## config.mk

```make
export PLATFORM = sky130hd
export DESIGN_NAME = gpp_data_memory_responder
export DESIGN_NICKNAME = d
export VERILOG_FILES = /design/src/rtl/gpp_data_memory_responder.sv
export SDC_FILE = /design/constraint.sdc
export NUM_CORES = 1
export LEC_CHECK = 0
export CORE_MARGIN = 2
export CORE_UTILIZATION = 67
export CTS_CLUSTER_SIZE = 16
export DETAILED_ROUTE_END_ITERATION = 12
export HOLD_SLACK_MARGIN = 0.12
export PLACE_DENSITY = 0.95
export SYNTH_ARGS = -nofsm -noshare
export SYNTH_HDL_FRONTEND = slang
export SYNTH_SLANG_ARGS = --single-unit
```

## constraint.sdc

```tcl
create_clock -name clk -period 5.4 [get_ports clk]
set_input_delay 0.54 -clock clk [delete_from_list [all_inputs] [get_ports clk]]
set_output_delay 0.54 -clock clk [all_outputs]
set_load 0.01 [all_outputs]
```

## src/rtl/gpp_data_memory_responder.sv

```systemverilog
// gpp_data_memory_responder: 2**ADDR_WIDTH x DATA_WIDTH data store shared by the local GPP port and a queued remote requester
// Ports: clk, rst (sync, active high)
//   local : address_rw, data_in, memory_write_enable -> data_out (combinational read)
//   remote: req_valid/req_ready/req_write/req_addr/req_wdata in, resp_valid/resp_ready/resp_rdata out, rfifo_count
// Macro DMEM_CLEAR_ON_RESET_EN: when defined, rst also zeroes the whole store; otherwise the store keeps its contents
module gpp_data_memory_responder #(
  parameter int ADDR_WIDTH  = 5,
  parameter int DATA_WIDTH  = 16,
  parameter int RFIFO_DEPTH = 4
) (
  input  logic                               clk,
  input  logic                               rst,
  input  logic [ADDR_WIDTH-1:0]              address_rw,
  input  logic [DATA_WIDTH-1:0]              data_in,
  input  logic                               memory_write_enable,
  output logic [DATA_WIDTH-1:0]              data_out,
  input  logic                               req_valid,
  output logic                               req_ready,
  input  logic                               req_write,
  input  logic [ADDR_WIDTH-1:0]              req_addr,
  input  logic [DATA_WIDTH-1:0]              req_wdata,
  output logic                               resp_valid,
  input  logic                               resp_ready,
  output logic [DATA_WIDTH-1:0]              resp_rdata,
  output logic [$clog2(RFIFO_DEPTH+1)-1:0]   rfifo_count
);
  localparam int PW = $clog2(RFIFO_DEPTH);
  localparam int CW = $clog2(RFIFO_DEPTH+1);
  localparam int EW = 1 + ADDR_WIDTH + DATA_WIDTH;
  typedef enum logic {IDLE, RESP} state_t;
  logic [DATA_WIDTH-1:0] r_mem [2**ADDR_WIDTH];
  logic [EW-1:0]         r_fifo [RFIFO_DEPTH];
  logic [PW-1:0]         r_wptr, r_rptr;
  logic [CW-1:0]         r_count;
  logic                  r_resp_valid;
  logic [DATA_WIDTH-1:0] r_resp_rdata;
  state_t                r_state, w_next;
  logic                  w_full, w_empty, w_push, w_pop, w_rwrite, w_rread;
  logic                  w_hwrite;
  logic [ADDR_WIDTH-1:0] w_haddr;
  logic [DATA_WIDTH-1:0] w_hdata;
  assign {w_hwrite, w_haddr, w_hdata} = r_fifo[r_rptr];
  assign w_full      = r_count == CW'(RFIFO_DEPTH);
  assign w_empty     = r_count == '0;
  assign req_ready   = !rst && !w_full;
  assign w_push      = req_valid && req_ready;
  assign data_out    = r_mem[address_rw];
  assign resp_valid  = r_resp_valid;
  assign resp_rdata  = r_resp_rdata;
  assign rfifo_count = r_count;
  // A remote write waits while the local port owns the write port; reads never stall on it.
  always_comb begin
    w_pop    = !rst && r_state == IDLE && !w_empty && !(w_hwrite && memory_write_enable);
    w_rwrite = w_pop && w_hwrite;
    w_rread  = w_pop && !w_hwrite;
    w_next   = r_state == IDLE ? (w_rread ? RESP : IDLE) : (resp_ready ? IDLE : RESP);
  end
  always_ff @(posedge clk) r_state <= rst ? IDLE : w_next;
  always_ff @(posedge clk) begin
`ifdef DMEM_CLEAR_ON_RESET_EN
    if (rst) for (int i = 0; i < 2**ADDR_WIDTH; i++) r_mem[i] <= '0;
    else
`endif
    if (memory_write_enable) r_mem[address_rw] <= data_in;
    else if (w_rwrite) r_mem[w_haddr] <= w_hdata;
  end
  always_ff @(posedge clk) begin
    if (w_push) r_fifo[r_wptr] <= {req_write, req_addr, req_wdata};
  end
  always_ff @(posedge clk) begin
    if (rst) begin
      r_wptr  <= '0;
      r_rptr  <= '0;
      r_count <= '0;
    end else begin
      if (w_push) r_wptr <= r_wptr + 1'b1;
      if (w_pop) r_rptr <= r_rptr + 1'b1;
      r_count <= r_count + CW'(w_push) - CW'(w_pop);
    end
  end
  // Read data is captured from the pre-edge store, so a same-edge local write is not seen.
  always_ff @(posedge clk) begin
    if (rst) begin
      r_resp_valid <= 1'b0;
      r_resp_rdata <= '0;
    end else if (w_rread) begin
      r_resp_valid <= 1'b1;
      r_resp_rdata <= r_mem[w_haddr];
    end else if (r_resp_valid && resp_ready) begin
      r_resp_valid <= 1'b0;
    end
  end
endmodule
```

# [After elaboration in Yosys (flattened, before gate mapping)]
# Memory sizes are Yosys's and may differ from the RTL's. A register that Yosys moved wholly into a read port is not among the register bits.
# Cells that the tools add are included.
[totals] wordCells=47 memories=2 ram_bits=600 register_bits=9
[memory_table] memory="r_mem" depth=32 width=16 read_ports=2 rd_ports_with_merged_regs=1 write_ports=1 line="31" source="logic [DATA_WIDTH-1:0] r_mem [2**ADDR_WIDTH];"
[memory_table] memory="r_fifo" depth=4 width=22 read_ports=1 rd_ports_with_merged_regs=1 write_ports=1 line="32" source="logic [EW-1:0] r_fifo [RFIFO_DEPTH];"
[op_classes] bitwise_logic=1 n_mux=17 n_addsub=4 eq_ne=1 reduce_logical=17
[ops] cell="two-way mux 16 bit" n=1
[ops] cell="OR reduction 16 bit" n=1
[ops] cell="two-way mux 1 bit" n=13
[ops] cell="logical AND 1 bit" n=9
[ops] cell="zero test 1 bit" n=5
[ops] cell="two-way mux 5 bit" n=1
[ops] cell="adder 2 x 1 -> 2 bit, second input constant" n=2
[ops] cell="two-way mux 2 bit" n=2
[ops] cell="adder 3 x 1 -> 3 bit" n=1
[ops] cell="== test 3 bit, second input constant" n=1
[ops] cell="zero test 3 bit" n=1
[ops] cell="subtractor 3 x 1 -> 3 bit" n=1
[ops] cell="nonzero test 2 bit" n=1
[ops] cell="inverter 1 bit" n=1

# [Longest topological paths before layout]
# Gate-level depths: netlist (run 1).
[depth] ltp_word=10 mapped_depth=10 depth_no_buf=10

# [Least setup slack after synthesis (run 1)]
# No wires, ideal clock.
[synth_timing] kind="input to output" start="input port address_rw[0]" end="output port data_out[0]" n_path_buf=3 t_required_ps=4860 arrival_time_ps=2554 slack_ps=2306 cell_stages=6 path_cell_list="clkbuf_1 > clkbuf_1 > buf_2 > mux4_2 > mux4_2 > mux2_2"
[synth_between] elab_chain_len=1
[synth_rtl] element="from (decl)" line="13" source="input logic [ADDR_WIDTH-1:0] address_rw,"
[synth_rtl] element="memory (32 x 16 bit)"
[synth_rtl] element="to (decl)" line="16" source="output logic [DATA_WIDTH-1:0] data_out,"
# No other way between the ends.

# [Worst setup path in the final report (run 1)]
[layout_timing] start="input port address_rw[2]" end="output port data_out[7]"
# Same word-level chain as after synthesis.

==> summary.md, run 1 <==
| Metric | Value |
|---|---|
| Clock Path Buffers | `3` |
| Worst setup SP type | `input port` |
| Antenna-violating nets left | `0` |
| Final net count | `1,775` |
| Iteration-0 DRC Markers | `3,058` |
| Final Critical Period | `4.38 ns` |
| Met3 WL | `11.5 mm` |
| Mapped Area | `28,500 um^2` |
| Crit Path Max Fanout | `20` |
| RSZ-0062 raised after global routing | `false` |
| DP Wirelength | `47.1 mm` |
| Slew Viols, Final | `0` |
| Ys flop type | `edfxtp_1` |
| Setup violators final | `0` |
| Post-synth EDFFs | `600` |
| Slew @ Worst Pin | `1.32 ns` |
| I/O Buffers | `84` |
| Crit path required time | `4.86 ns` |
| Synth area leaders | `edfxtp_1 (63%), mux4_2 (14%), mux2i_1 (8.5%)` |
| Mapped Cells | `1,640` |
| Worst path max stage delay | `0.81 ns` |
| Io pins | `85` |
| Crit Path Class | `in -> out` |
| Max Clk Rate | `0.228 GHz` |
| Total CTS buffers | `58` |
| Cell repeated most along the worst path | `clkdlybuf4s50_1` |
| Final Skew | `0.0227 ns` |
| Clk_lat worst skew | `0.65 ns` |
| Root Driver | `clkbuf_16` |
| Most frequent cells in the layout | `edfxtp_1 (600), mux2i_1 (242), mux4_2 (181), nand2_1 (100), clkdlybuf4s50_1 (81)` |
| Synth top area share | `0.632` |
| CP Capture Type | `output port` |
| FP Rows | `75` |
| WL met2 | `37.7 mm` |
| Layout cells sized above 1 | `0.223` |
| R2r setup slk | `1.25 ns` |
| Hold Vio Cnt, Final | `0` |
| First-pass detailed-route iteration total | `6` |
| Core area | `41,900 um^2` |
| Post-CTS Setup Repair Bufs | `0` |
| Congestion Overflow GR | `0` |
| Worst r2r dst | `resp_rdata[3]` |
| Avg Cell Area, Syn | `17.4 um^2` |
| Sequential area share after synthesis | `0.651` |
| Share of flip-flops with an asynchronous set or reset | `0` |
| TritonCTS clock tree | `yes` |
| WHS Path Cells | `2` |
| Synthesized netlist net count | `1,695` |
| WL/cell | `35.5 um` |
| Initial antenna violation count | `1` |
| PwrDens | `400 nW/um^2` |
| Crit share post-route | `0.812` |
| Max Used Layer | `met5` |
| Via Count | `18,194` |
| Max Cap Violations | `0` |
| Status | `finished clean` |
| CP arrival | `3.84 ns` |
| CTS sink cnt | `627` |
| Max_slew headroom | `0.114` |
| Setup_tns | `0 ns` |
| Die area | `44,200 um^2` |
| Residual DRC count | `0` |
| VDD IR-drop max | `360 uV` |
| Total track usage | `0.377` |
| Worst-path clk slew | `0.06 ns` |
| Post-synth top area cell | `edfxtp_1` |
| Placer Congestion | `0.943` |
| Largest net degree at the start of global routing | `79` |
| Mean number of vias per cell | `7.89` |
| Seq cells post-synth | `627` |
| Ys Warns | `0` |
| Critical path cell sequence | `clkdlybuf4s50_1 -> inv_2 -> buf_4 -> mux4_2 -> mux2_2 -> clkdlybuf4s50_1` |
| Global-route wire length before repair | `119 mm` |
| Startpoint of the worst hold path | `resp_rdata[11]` |
| Final Util | `0.759` |
| Synthesis-to-layout area growth | `11.7%` |
| Starting Density | `0.679` |
| Die width | `210 um` |
| Leading cell type in the layout, fill and taps excluded | `edfxtp_1` |
| Synth cell types | `41` |
| Reg2reg path depth | `7` |
| Post-CTS Hold Buffers | `0` |
| Hold path endpoint | `resp_rdata[11]` |
| WL met1 | `25.3 mm` |
| Crit path max-delay cell type | `inv_2` |
| CTS resizes | `0` |
| Vias in the first global route | `18,573` |
| Die height | `210 um` |
| CTS H-tree depth | `2` |
| Worst hold path class | `reg -> reg` |
| Leak | `10.7 nW` |
| Total Wirelength | `81.9 mm` |
-- kinds of logic (layout without fill, tap and decap cells) --
kind of cell | Yosys count | after routing | synth area share
and+or+nand+nor | 225 | 225 | 0.0357
adders and majority gates | 7 | 7 | 0.00334
other | 0 | 1 | 0
buffers and inverters | 127 | 252 | 0.0246
xor gates and xnor gates | 4 | 4 | 0.00123
AOI/OAI and AO/OA | 209 | 209 | 0.0483
DFF | 627 | 627 | 0.651
muxes | 441 | 441 | 0.236
-- worst max-delay path, delay by kind of cell --
kind	cells	cell delay [ns]
buffers and inverters	4	2.40
multiplexers	2	0.88
-- Yosys cell counts, types with 5 or more instances --
cell,instances
o31ai_1,21
o22ai_1,80
a31oi_1,6
buf_6,20
nor3_1,8
mux4_2,182
o21ai_0,37
o31ai_2,12
or3_1,32
buf_4,5
buf_2,44
nor2_1,58
mux2_2,17
inv_1,8
dfxtp_1,27
a21oi_1,22
edfxtp_1,600
o221ai_1,16
nand2_1,100
buf_1,6
ha_1,6
o21ai_1,11
mux2i_1,242
clkbuf_1,43
-- layer usage --
metal  track usage  vias up
li1              -     6891
met1         0.461     8870
met2         0.575     1921
met3         0.112      510
met4         0.280        2
met5             0        -
-- how the worst max path moves through the flow --
stage | startpoint | end | slack (ns) | cells after the start
after detailed placement | rst | r_mem[20][14] | 1.10 | 5
after global routing | address_rw[2] | data_out[7] | 0.98 | 6
after floorplan | address_rw[0] | data_out[0] | 2.31 | 6
after CTS | address_rw[2] | data_out[7] | 1.13 | 6
final | address_rw[2] | data_out[7] | 1.02 | 6
after global placement | address_rw[2] | data_out[11] | 1.28 | 6
-- cell type report --
cell class	count	area, um^2
Multi-Input combinational cell	886	9330
Tap cell	539	674
Timing Repair Buffer	138	1330
Clock inverter	29	333
Fill cell	2042	10100
Antenna cell	1	2.50
Sequential cell	627	18600
Clock buffer	76	1580
Inverter	9	33.8
-- through the flow --
stage	setup WS, ns	hold WS, ns	std cells	area [um^2]	power, mW
after floorplan	2.31	0.478	1640	28500	7.56
final	1.02	0.475	2305	31800	12.7
after detailed placement	1.10	0.456	2199	29900	8.47
after CTS	1.13	0.475	2304	31800	12.6
after global placement	1.28	0.453	2199	29900	8.35
after global routing	0.975	0.511	2304	31800	12.9
-- power breakdown --
group / leakage (nW) / internal, mW / total [mW] / switching [mW]
Sequential: 5.64 / 5.65 / 5.77 / 0.120
Clock: 0.941 / 2.39 / 4.17 / 1.79
Combinational: 4.07 / 1.01 / 2.78 / 1.77
Total: 10.7 / 9.05 / 12.7 / 3.68
-- sequential cells by signal, indices dropped and copies added (netlist names), named ones only --
name	flops
r_rptr	2
r_state	1
r_wptr	2
resp_valid	1
r_mem	512
r_fifo	88
rfifo_count	3
resp_rdata	16
(Power assumes the default switching activity.)
==> inputs of run 2 (changes only) <==
CORE_UTILIZATION = 56   (was 67)
PLACE_DENSITY = 0.88   (was 0.95)
clock period = 3.9 ns   (was 5.4 ns; I/O delays follow)
==> run 2 against run 1 <==
Sequential share of layout area is 1.1 points lower. Critical endpoint is now data_out[9]. Clock power grew 35%. Global-route usage down 8.2 points. Final cell count rose by 7.8%. Clock skew up 0.0092 ns. First-iteration DRC count is 15% lower. Highest routed layer is now met4.
==> summary.md, run 2 (synthesized netlist as in run 1, its figures left out) <==
| Metric | Value |
|---|---|
| Antenna-violating nets left | `0 (unchanged)` |
| Worst hold path class | `in -> reg` |
| Slew Viols, Final | `0 (unchanged)` |
| DP Wirelength | `46.9 mm (-0.35%)` |
| Via Count | `17,557 (-3.5%)` |
| Residual DRC count | `0 (unchanged)` |
| Die area | `52,700 um^2 (+19%)` |
| Total track usage | `0.295 (-0.0815)` |
| VDD IR-drop max | `515 uV (+43%)` |
| CTS sink cnt | `627 (unchanged)` |
| WL/cell | `31.1 um (-12%)` |
| Mean number of vias per cell | `7.07 (-10%)` |
| Vias in the first global route | `17,783 (-4.3%)` |
| Leak | `10.9 nW (+2.2%)` |
| Total CTS buffers | `59 (+1.7%)` |
| Final Skew | `0.0318 ns (+0.00919 ns)` |
| Post-CTS Hold Buffers | `0 (unchanged)` |
| Layout cells sized above 1 | `0.242 (+0.0191)` |
| Synthesis-to-layout area growth | `14.0%` |
| Total Wirelength | `77.4 mm (-5.6%)` |
| Congestion Overflow GR | `0 (unchanged)` |
| CTS resizes | `0 (unchanged)` |
| Setup_tns | `0 ns (unchanged)` |
| Setup violators final | `0 (unchanged)` |
| Clk_lat worst skew | `0.65 ns (about the same)` |
| Starting Density | `0.568 (-0.111)` |
| Io pins | `85 (unchanged)` |
| Crit Path Class | `in -> out` |
| Clock Path Buffers | `3 (unchanged)` |
| Startpoint of the worst hold path | `req_wdata[0]` |
| Max Cap Violations | `0 (unchanged)` |
| CP Capture Type | `output port` |
| Max Clk Rate | `0.296 GHz` |
| Leading cell type in the layout, fill and taps excluded | `edfxtp_1` |
| Core area | `50,200 um^2 (+20%)` |
| Hold Vio Cnt, Final | `0 (unchanged)` |
| Final net count | `1,817 (+2.4%)` |
| Largest net degree at the start of global routing | `145 (+84%)` |
| Slew @ Worst Pin | `1.13 ns (-0.197 ns)` |
| Root Driver | `clkbuf_16` |
| Worst setup SP type | `input port` |
| Post-CTS Setup Repair Bufs | `0 (unchanged)` |
| Global-route wire length before repair | `114 mm (-4.4%)` |
| First-pass detailed-route iteration total | `5 (-1)` |
| Crit path required time | `3.51 ns (-1.35 ns)` |
| CP arrival | `2.99 ns (-0.85 ns)` |
| Hold slack final | `0.396 ns (-0.0791 ns)` |
| Initial antenna violation count | `1 (unchanged)` |
| PwrDens | `537 nW/um^2 (+34%)` |
| CTS H-tree depth | `2 (unchanged)` |
| Max reg flops | `512 (unchanged)` |
| Largest Register | `r_mem` |
| Setup crit start | `address_rw[0]` |
| I/O Buffers | `84 (unchanged)` |
| FP Rows | `82 (+9.3%)` |
| RSZ-0062 raised after global routing | `false` |
| Final Util | `0.647 (-0.112)` |
| Die height | `230 um (+9.2%)` |
| Final Critical Period | `3.38 ns` |
| Iteration-0 DRC Markers | `2,602 (-15%)` |
| Most frequent cells in the layout | `edfxtp_1 (600), mux2i_1 (242), mux4_2 (181), nand2_1 (100), clkdlybuf4s50_1 (81)` |
| Status | `finished clean` |
| Worst-path clk slew | `0.06 ns (about the same)` |
| TritonCTS clock tree | `yes` |
| Die width | `230 um (+9.2%)` |
| Crit share post-route | `0.866` |
| Max_slew headroom | `0.247 (+0.133)` |
| Crit Path Max Fanout | `25 (+25%)` |
| Placer Congestion | `0.896 (-5.1%)` |
==> run 2: cell count changes in the layout (fill, tap and decap cells not counted), sizes merged <==
| cell | change |
|---|---|
| bufinv | -3 |
| inv | +1 |
| clkinvlp | +4 |
| clkinv | +8 |
| buf | +41 |
| clkbuf | -4 |
==> run 2: worst max-delay path, stage by stage <==
cell and delay (ns):
clkbuf_8 0.31, buf_12 0.28, mux4_2 0.53, mux4_2 0.52
mux2_2 0.39, clkdlybuf4s50_1 0.51
==> run 2: through the flow <==
stage	power, mW	std cells	setup slack [ns]	area (um^2)
after detailed placement	11.8	2373	0.554	30600
after CTS	17.4	2484	0.552	32500
after global placement	11.7	2373	0.563	30600
final	17.4	2485	0.524	32500
after global routing	17.9	2484	0.460	32500
after floorplan	10.5	1640	0.880	28500
==> run 2: final timing paths <==
check / endpoint / slack [ns] / cells past startpoint
setup reg to reg: resp_rdata[4] / 0.61 / 8
hold / removal: r_fifo[0][0] / 0.40 / 1
setup / recovery: data_out[9] / 0.52 / 6
hold reg to reg: resp_rdata[4] / 0.47 / 2
==> run 2: where the power goes <==
group	leakage (nW)	internal, mW	total (mW)	switching [mW]
Sequential	5.64	7.81	7.97	0.158
Clock	0.919	3.13	5.64	2.51
Combinational	4.33	1.50	3.82	2.32
Total	10.9	12.4	17.4	4.98
==> run 2: layout make-up <==
class / instances / area, um^2
flip-flops and latches: 627 / 18600
clock buffers: 72 / 1570
repair buffers: 179 / 1830
inverters: 9 / 33.8
well taps: 672 / 841
multi-input cells: 886 / 9320
clock inverters: 39 / 320
fillers: 3169 / 17700
diodes: 1 / 2.50
==> run 2: layer usage <==
metal	routed length [um]	GRT usage	up-vias
li1	-	-	6985
met1	26300	0.385	8746
met2	36300	0.461	1543
met3	10000	0.0715	283
met4	4760	0.161	0
met5	0	0	-
